<file path="config.mk">
export PLATFORM = sky130hd
export DESIGN_NAME = lsu_axi_master
export DESIGN_NICKNAME = d
export VERILOG_FILES = /design/src/rtl/lsu_axi_master.sv
export SDC_FILE = /design/constraint.sdc
export NUM_CORES = 1
export LEC_CHECK = 0
export ABC_CLOCK_PERIOD_IN_PS = 5700
export CAP_MARGIN = 20
export CORE_MARGIN = 2
export CORE_UTILIZATION = 49
export CTS_BUF_LIST = sky130_fd_sc_hd__clkbuf_8
export DETAILED_ROUTE_END_ITERATION = 8
export PLACE_DENSITY = 0.85
export SLEW_MARGIN = 25
export SYNTH_ARGS = -nofsm -noshare
export SYNTH_HDL_FRONTEND = slang
export SYNTH_SLANG_ARGS = --single-unit
</file>
<file path="constraint.sdc">
create_clock -name clk -period 5.7 [get_ports clk]
set_input_delay 0.855 -clock clk [delete_from_list [all_inputs] [get_ports clk]]
set_output_delay 0.855 -clock clk [all_outputs]
set_load 0.01 [all_outputs]
</file>
<file path="src/rtl/lsu_axi_master.sv">
// lsu_axi_master: single-outstanding load/store unit driving one AXI4-lite read or write per request
module lsu_axi_master #(
    parameter int ADDR_W = 32,
    parameter int DATA_W = 32,
    parameter int TIMEOUT = 255,
    parameter logic [2:0] PROT = 3'b000
) (
    input  logic                  clk,
    input  logic                  rst,
    input  logic                  req_valid,
    output logic                  req_ready,
    input  logic                  req_we,
    input  logic [1:0]            req_size,
    input  logic                  req_signed,
    input  logic [ADDR_W-1:0]     req_addr,
    input  logic [DATA_W-1:0]     req_wdata,
    output logic                  resp_valid,
    output logic [DATA_W-1:0]     resp_rdata,
    output logic [1:0]            resp_err,
    output logic                  busy,
    output logic [ADDR_W-1:0]     axi_awaddr,
    output logic [2:0]            axi_awprot,
    output logic                  axi_awvalid,
    input  logic                  axi_awready,
    output logic [DATA_W-1:0]     axi_wdata,
    output logic [DATA_W/8-1:0]   axi_wstrb,
    output logic                  axi_wvalid,
    input  logic                  axi_wready,
    input  logic [1:0]            axi_bresp,
    input  logic                  axi_bvalid,
    output logic                  axi_bready,
    output logic [ADDR_W-1:0]     axi_araddr,
    output logic [2:0]            axi_arprot,
    output logic                  axi_arvalid,
    input  logic                  axi_arready,
    input  logic [DATA_W-1:0]     axi_rdata,
    input  logic [1:0]            axi_rresp,
    input  logic                  axi_rvalid,
    output logic                  axi_rready
);
    localparam int SW = DATA_W / 8;
    localparam int OW = $clog2(SW);
    typedef enum logic [2:0] {IDLE, WADDR, WRESP, RADDR, RDATA, DONE} state_t;
    state_t state_q, state_d;
    logic [1:0] size_q;
    logic signed_q;
    logic [ADDR_W-1:0] addr_q;
    logic [DATA_W-1:0] wdata_q;
    logic [OW-1:0] off_q;
    logic aw_done_q, aw_done_d, w_done_q, w_done_d;
    logic [31:0] wdog_q, wdog_d;
    logic [DATA_W-1:0] rdata_q, rdata_d;
    logic [1:0] err_q, err_d;
    logic illegal, timeout, sbit;
    logic [DATA_W-1:0] sh, lmask, ld;
    logic [SW-1:0] bmask;
    assign req_ready = state_q == IDLE;
    assign busy = ~req_ready;
    assign resp_valid = state_q == DONE;
    assign resp_rdata = rdata_q;
    assign resp_err = err_q;
    assign axi_awaddr = addr_q;
    assign axi_araddr = addr_q;
    assign axi_awprot = PROT;
    assign axi_arprot = PROT;
    assign axi_awvalid = state_q == WADDR && !aw_done_q;
    assign axi_wvalid = state_q == WADDR && !w_done_q;
    assign axi_bready = state_q == WRESP;
    assign axi_arvalid = state_q == RADDR;
    assign axi_rready = state_q == RDATA;
    assign axi_wdata = wdata_q << {off_q, 3'b000};
    assign bmask = SW'((16'd1 << (5'd1 << size_q)) - 16'd1);
    assign axi_wstrb = bmask << off_q;
    always_comb begin
        illegal = |(req_addr[2:0] & 3'((4'd1 << req_size) - 4'd1)) || (req_size == 2'd3 && DATA_W == 32);
        timeout = TIMEOUT != 0 && (wdog_q + 32'd2 >= 32'(TIMEOUT));
        sh = axi_rdata >> {off_q, 3'b000};
        lmask = size_q == 2'd0 ? DATA_W'(8'hFF) : size_q == 2'd1 ? DATA_W'(16'hFFFF) :
                size_q == 2'd2 ? DATA_W'(32'hFFFF_FFFF) : '1;
        // top bit of the mask selects the sign bit of the loaded quantity
        sbit = |(sh & lmask & ~(lmask >> 1));
        ld = (sh & lmask) | ({DATA_W{signed_q & sbit}} & ~lmask);
    end
    always_comb begin
        state_d = state_q;
        aw_done_d = aw_done_q;
        w_done_d = w_done_q;
        wdog_d = (state_q != IDLE && state_q != DONE) ? wdog_q + 32'd1 : wdog_q;
        rdata_d = rdata_q;
        err_d = err_q;
        case (state_q)
            IDLE: if (req_valid) begin
                wdog_d = '0;
                aw_done_d = 1'b0;
                w_done_d = 1'b0;
                state_d = illegal ? DONE : req_we ? WADDR : RADDR;
                if (illegal) begin
                    err_d = 2'b01;
                    rdata_d = '0;
                end
            end
            WADDR: begin
                aw_done_d = aw_done_q | axi_awready;
                w_done_d = w_done_q | axi_wready;
                if (aw_done_d && w_done_d) state_d = WRESP;
                else if (timeout) state_d = DONE;
            end
            WRESP: if (axi_bvalid) begin
                state_d = DONE;
                err_d = axi_bresp != 2'b00 ? 2'b10 : 2'b00;
                rdata_d = '0;
            end else if (timeout) state_d = DONE;
            RADDR: if (axi_arready) state_d = RDATA;
                else if (timeout) state_d = DONE;
            RDATA: if (axi_rvalid) begin
                state_d = DONE;
                err_d = axi_rresp != 2'b00 ? 2'b10 : 2'b00;
                rdata_d = axi_rresp != 2'b00 ? '0 : ld;
            end else if (timeout) state_d = DONE;
            default: state_d = IDLE;
        endcase
        if (state_q != IDLE && state_q != DONE && state_d == DONE && timeout
            && !(state_q == WADDR && aw_done_d && w_done_d)
            && !(state_q == WRESP && axi_bvalid) && !(state_q == RDATA && axi_rvalid)) begin
            err_d = 2'b11;
            rdata_d = '0;
        end
    end
    always_ff @(posedge clk or posedge rst) begin
        if (rst) begin
            state_q <= IDLE;
            aw_done_q <= 1'b0;
            w_done_q <= 1'b0;
            wdog_q <= '0;
            rdata_q <= '0;
            err_q <= '0;
            size_q <= '0;
            signed_q <= 1'b0;
            addr_q <= '0;
            wdata_q <= '0;
            off_q <= '0;
        end else begin
            state_q <= state_d;
            aw_done_q <= aw_done_d;
            w_done_q <= w_done_d;
            wdog_q <= wdog_d;
            rdata_q <= rdata_d;
            err_q <= err_d;
            if (state_q == IDLE && req_valid) begin
                size_q <= req_size;
                signed_q <= req_signed;
                addr_q <= req_addr;
                wdata_q <= req_wdata;
                off_q <= req_addr[OW-1:0];
            end
        end
    end
endmodule

</file>
-- Word level (Yosys, flattened, before mapping)
Index checks and enable logic that the tools add are counted.
- output and inout port bits: 148
- word-level logic and storage cells: 108
- register bits: 140
- bitwise gates (word level): 11
- reductions and logical operators: 29
- shift operators: 6
- magnitude comparators: 1
- equal/unequal tests: 13
- add/subtract/negate cells: 4
- mux-type cells: 33
- operator list (operator ; count):
    2-to-1 mux 32 bit ; 11
    bitwise AND 32 bit ; 3
    one-hot mux 32 bit (3 select lines) ; 1
    adder 32 x 1 -> 32 bit (second input constant) ; 1
    adder 32 x 2 -> 32 bit (second input constant) ; 1
    greater-or-equal comparator 32 x 8 -> 1 bit (second input constant) ; 1
    NOT 31 -> 32 bit ; 1
    NOT 32 bit ; 1
    OR 32 bit ; 1
    OR reduction 32 bit ; 1
    left shift 32 x 5 -> 32 bit ; 1
    >> shifter 32 x 5 -> 32 bit ; 1
    2-to-1 mux 3 bit ; 7
    2-to-1 mux 2 bit ; 8
    one-hot mux 3 bit (5 select lines) ; 1
    logical AND 1 bit ; 14
    == test 3 bit (second input constant) ; 3
    inequality test 3 x 2 -> 1 bit (second input constant) ; 3
    == test 3 x 2 -> 1 bit (second input constant) ; 2
    one-hot mux 2 bit (3 select lines) ; 1
    zero test 1 bit ; 5
    AND reduction 5 bit ; 1
    left shift 1 x 2 -> 5 bit (first input constant) ; 1
    left shift 1 x 5 -> 4 bit (first input constant) ; 1
    other kinds (22) ; 26

-- Logic depth before layout (Yosys ltp)
- depth after elaboration: 16
- depth in mapped cells: 11
- gate-level depth less buffers: 8

-- Worst setup path after synthesis
No wires, ideal clock.
- path type: register to output
- start: register, netlist name axi_araddr[1]
- end: output axi_wdata[10]
- slack: 2.632 ns
- stages on the path, launching flop included: 7
- required time: 4.845 ns
- arrival time: 2.213 ns
- path buffers: 5
- cells stage by stage: dfrtp_1 > clkbuf_1 > buf_1 > clkbuf_1 > buf_2 > clkbuf_1 > nor2_1
- RTL lines (item ; line ; text):
    end, declared ; 25 ; output logic [DATA_W-1:0] axi_wdata,

-- Worst setup path after layout
- start: register size_q[1]
- end: output axi_wstrb[3]
- word-level cells in the longest chain between the ends: 4
- RTL lines (item ; line ; text):
    start, declared ; 45 ; logic [1:0] size_q;
    start signal, assigned ; 150 ; size_q <= req_size;
    left shift 1 x 2 -> 5 bit ; 72 ; assign bmask = SW'((16'd1 << (5'd1 << size_q)) - 16'd1);
    left shift 1 x 5 -> 4 bit ; 72 ;
    subtractor 4 x 1 -> 4 bit ; 72 ;
    left shift 4 x 2 -> 4 bit ; 73 ; assign axi_wstrb = bmask << off_q;
    end, declared ; 26 ; output logic [DATA_W/8-1:0] axi_wstrb,
No other way between the ends.

==> impl_summary.txt <==
----------------------------------------------------
[Status]
  Result of the run ... completed

[Worst setup path]
  Family of cells with the greatest summed delay on the critical path ... buffers and inverters
  Category of the worst setup path launch point ... flip-flop
  Largest stage delay, worst path ... around 0.55 ns
  Sort of element at the end of the critical path ... primary output
  Register-to-Register Setup Slack ... between 2 and 2.5 ns
  Data arrival time of the critical path ... 2.68 ns
  Origin of the worst setup path ... size_q[1]
  R2R cell count ... 9
  Buffering stage count on the worst path with inverters included ... 2
  End point of the critical path ... axi_wstrb[3]
  Crit Reg-Reg Endpoint ... state_q[1]
  Cells along the critical path ... or2_2, inv_1, ha_1, nand3_1, o21ai_0, nor2_1, a211oi_1, a21oi_1, clkdlybuf4s50_1
  Launch instance of the worst register-to-register path ... wdog_q[2]
  Maximum fanout along the worst path ... 12
  Critical path class ... reg2out
  Worst endpoint required time ... approximately 4.9 ns
  Cell with the largest stage delay on the worst path ... sky130_fd_sc_hd__clkdlybuf4s50_1
  Number of gates on the worst path with buffers counted ... 9

[Final layout]
  Layout Nets ... approximately 1,200
  Number of inserted diodes ... 0
  Layout area overhead ... 32.7%
  Layout Cells excl Fill ... ~1,300
  Fraction of layout instances using a drive strength above 1 ... 0.134
  Layout Utilization ... 0.668
  Area of all placed cells without fillers ... approximately 0.011 sq mm

[Clock network]
  Number of buffers inserted during clock tree synthesis ... 17
  Number of levels in the clock H-tree ... 4
  Clock latency of the later-clocked register in the worst-skew pair ... ~0.46 ns
  Num Clock Sinks ... roughly 140
  Clk pin slew, worst setup/hold paths ... 0.09 ns
  Cts repair resizes ... 0
  Number of buffers between clock root and the deepest sink ... 2
  CTS root buf ... sky130_fd_sc_hd__clkbuf_8
  Hold buffer count at cts ... 0
  Buffers inserted during post-CTS setup optimization ... 0
  CTS tree ... done

[GRT]
  Global-route wire length before repair ... about 37,000 um
  Number of global-route vias before repair ... between 7,000 and 8,000
  Maximum number of pins on one net before global-route repair ... 96
  Antenna violations before repair ... 0
  Grt ovf ... 0
  Overall track demand over capacity in global routing ... 0.262

[Detailed routing]
  Final ANT Viol Nets ... 0
  Vias per inst ... around 5.7
  DRC marker count from the first detailed-route iteration ... between 500 and 600
  Number of design rule violations left after detail routing ... 0
  Drt wl/cell ... between 15 and 20 um
  Vias ... between 7,000 and 8,000
  Total wire length ... 23,700 um
  Drt pass-1 iters ... 5

[Logic synthesis]
  Async set-reset flop share out of synthesis ... 1.00
  Post-synth top area share ... 0.412
  Cell count after synthesis ... approximately 900
  Cell type with the highest aggregate area in the netlist ... sky130_fd_sc_hd__dfrtp_1
  Part of the Yosys area used for sequential elements ... 0.412
  Warning count from the yosys run ... 0
  Primary FF master, synth ... sky130_fd_sc_hd__dfrtp_1
  Ranking of synthesized cells by area ... sky130_fd_sc_hd__dfrtp_1, sky130_fd_sc_hd__mux2_2, sky130_fd_sc_hd__mux2i_1
  Synthesized area per cell ... approximately 9.6 sq um
  Netlist cell types ... 66
  Cell Area, Synth ... approximately 0.0084 sq mm
  Synthesis-stage register bit count ... approximately 140
  Number of flops mapped to enable cells by yosys ... 0

[Pwr]
  Power share of the combinational group ... 0.558
  Net switching power ... around 2.3 mW
  Power share of the sequential group ... 0.296
  Internal Dissipation ... ~3.6 mW
  Final Total Pwr ... approximately 5.9 mW
  Standby leakage power ... approximately 4.4 nW
  Peak VDD IR ... around 0.00033 V
  Power density over the cells ... 529 mW/mm^2
  Clock power frac ... 0.145
  Switch share ... 0.390

[STA]
  Final setup vio count ... 0
  Pin slew with the least headroom to its limit ... 0.939 ns
  Unrepaired setup endpoints after global routing ... no
  Fin. Hold Viols ... 0
  Final Cycle Share ... 0.620
  Worst setup skew after layout ... approximately 0.019 ns
  Worst Setup Slack, final ... 2.17 ns
  Worst slew margin relative to its limit ... 0.374
  FMAX ... 283 MHz
  Final period demand of the worst path ... 3.53 ns
  Setup tns final ... 0 ns
  Worst hold slack after final layout ... about 0.51 ns
  Final Slew Violations ... 0

[Floorplan]
  I/O pin cnt ... 260
  Die W ... 135 um
  Effective utilization at floorplan ... 0.504
  Area enclosed by the die boundary ... between 0.015 and 0.02 sq mm
  Placeable core region ... between 0.015 and 0.02 sq mm
  Rows ... 47
  Die Height ... 135 um

[Placed design]
  Port Buffer Count ... 253
  Final RePlAce weighted congestion ... approximately 0.96
  Half-perimeter wire length of the detailed placement result ... around 17,000 um
  Total placed cells including tap cells ... approximately 1,300
  Worst slack after detailed placement ... 2.49 ns
  Instance area after placement ... 0.0107 sq mm

[Run]
  Number of maximum-capacitance constraint violations ... 0

[Hold path]
  Classification of the worst-slack hold path ... reg2reg

----------------------------------------------------
## cells in the final DEF, fill, tap and decap left out, types with 13 or more instances in the layout
cell / Yosys / layout
sky130_fd_sc_hd__a21o_1: 27 / 27
sky130_fd_sc_hd__a21oi_1: 52 / 52
sky130_fd_sc_hd__a31o_1: 26 / 26
sky130_fd_sc_hd__and2_1: 15 / 14
sky130_fd_sc_hd__clkbuf_8: 0 / 17
sky130_fd_sc_hd__clkdlybuf4s50_1: 0 / 253
sky130_fd_sc_hd__dfrtp_1: 138 / 136
sky130_fd_sc_hd__mux2_2: 82 / 82
sky130_fd_sc_hd__mux2i_1: 32 / 32
sky130_fd_sc_hd__nand2_1: 80 / 80
sky130_fd_sc_hd__nand3_1: 19 / 19
sky130_fd_sc_hd__nand4_1: 13 / 13
sky130_fd_sc_hd__nor2_1: 61 / 61
sky130_fd_sc_hd__nor2b_1: 18 / 18
sky130_fd_sc_hd__nor3_1: 17 / 17
sky130_fd_sc_hd__o21ai_0: 38 / 38
sky130_fd_sc_hd__xnor2_1: 16 / 16
sky130_fd_sc_hd__xor2_1: 15 / 15
## how the worst min path moves through the flow
| stage | start | to | slack [ns] | depth (start not counted) |
|---|---|---|---|---|
| after floorplan | wdata_q[25] | wdata_q[25] | 0.47 | 1 |
| after global placement | wdata_q[26] | wdata_q[26] | 0.48 | 1 |
| after detailed placement | wdata_q[30] | wdata_q[30] | 0.49 | 1 |
| after CTS | wdata_q[30] | wdata_q[30] | 0.51 | 1 |
| after global routing | wdata_q[30] | wdata_q[30] | 0.53 | 1 |
| final | wdata_q[30] | wdata_q[30] | 0.51 | 1 |
## state kept, by name, indices dropped and copies added, names as in the netlist
| signal | flops |
|---|---|
| axi_araddr | 32 |
| resp_rdata | 32 |
| wdata_q | 32 |
| wdog_q | 32 |
| state_q | 3 |
| resp_err | 2 |
| size_q | 2 |
| aw_done_q | 1 |
| signed_q | 1 |
| w_done_q | 1 |
## area by class of cell
type | instances | area, sq um
timing repair buffer | 262 | 2600
multi-input combinational | 626 | 4330
clock inverter | 15 | 189
clock buffer | 17 | 234
fill | 1303 | 5520
tap | 220 | 275
sequential | 138 | 3460
inverter | 9 | 38.8
## cells in the mapped netlist, drive strengths merged, types with 7 or more instances
cell type	number
nand2	80
mux2i	32
a211oi	10
xnor2	16
and2	15
dfrtp	138
nor2b	18
buf	60
xor2	15
a31o	32
a21oi	52
nand3	19
a21o	27
clkbuf	46
nor2	61
nor3	18
mux2	82
or3	7
o2bb2ai	8
inv	9
nand4	14
o21ai	38
## power by group through the flow
stage / clock [mW] / sequential, mW / combinational (mW)
2_1_floorplan: 0 / 1.67 / 2.00
3_3_place_gp: 0 / 1.73 / 3.22
3_5_place_dp: 0 / 1.74 / 3.28
4_1_cts: 0.879 / 1.74 / 3.30
5_1_grt: 0.916 / 1.80 / 3.53
6_report: 0.855 / 1.74 / 3.28
## cell families after synthesis
logic type | share of synthesized area
other | 0.000447
AO/OA/AOI/OAI | 0.162
buffers and inverters | 0.0754
flip-flops | 0.412
AND/OR/NAND/NOR | 0.163
XOR/XNOR | 0.0324
adder cells (fa/ha/maj) | 0.00597
multiplexers | 0.148
## per-layer routing
metal  share of wire  GRT usage
met3           0.085     0.0578
met2            0.49      0.438
met5               0          0
met4           0.021     0.0953
met1            0.41      0.336
Note: power is estimated with default switching activity, not from simulation.
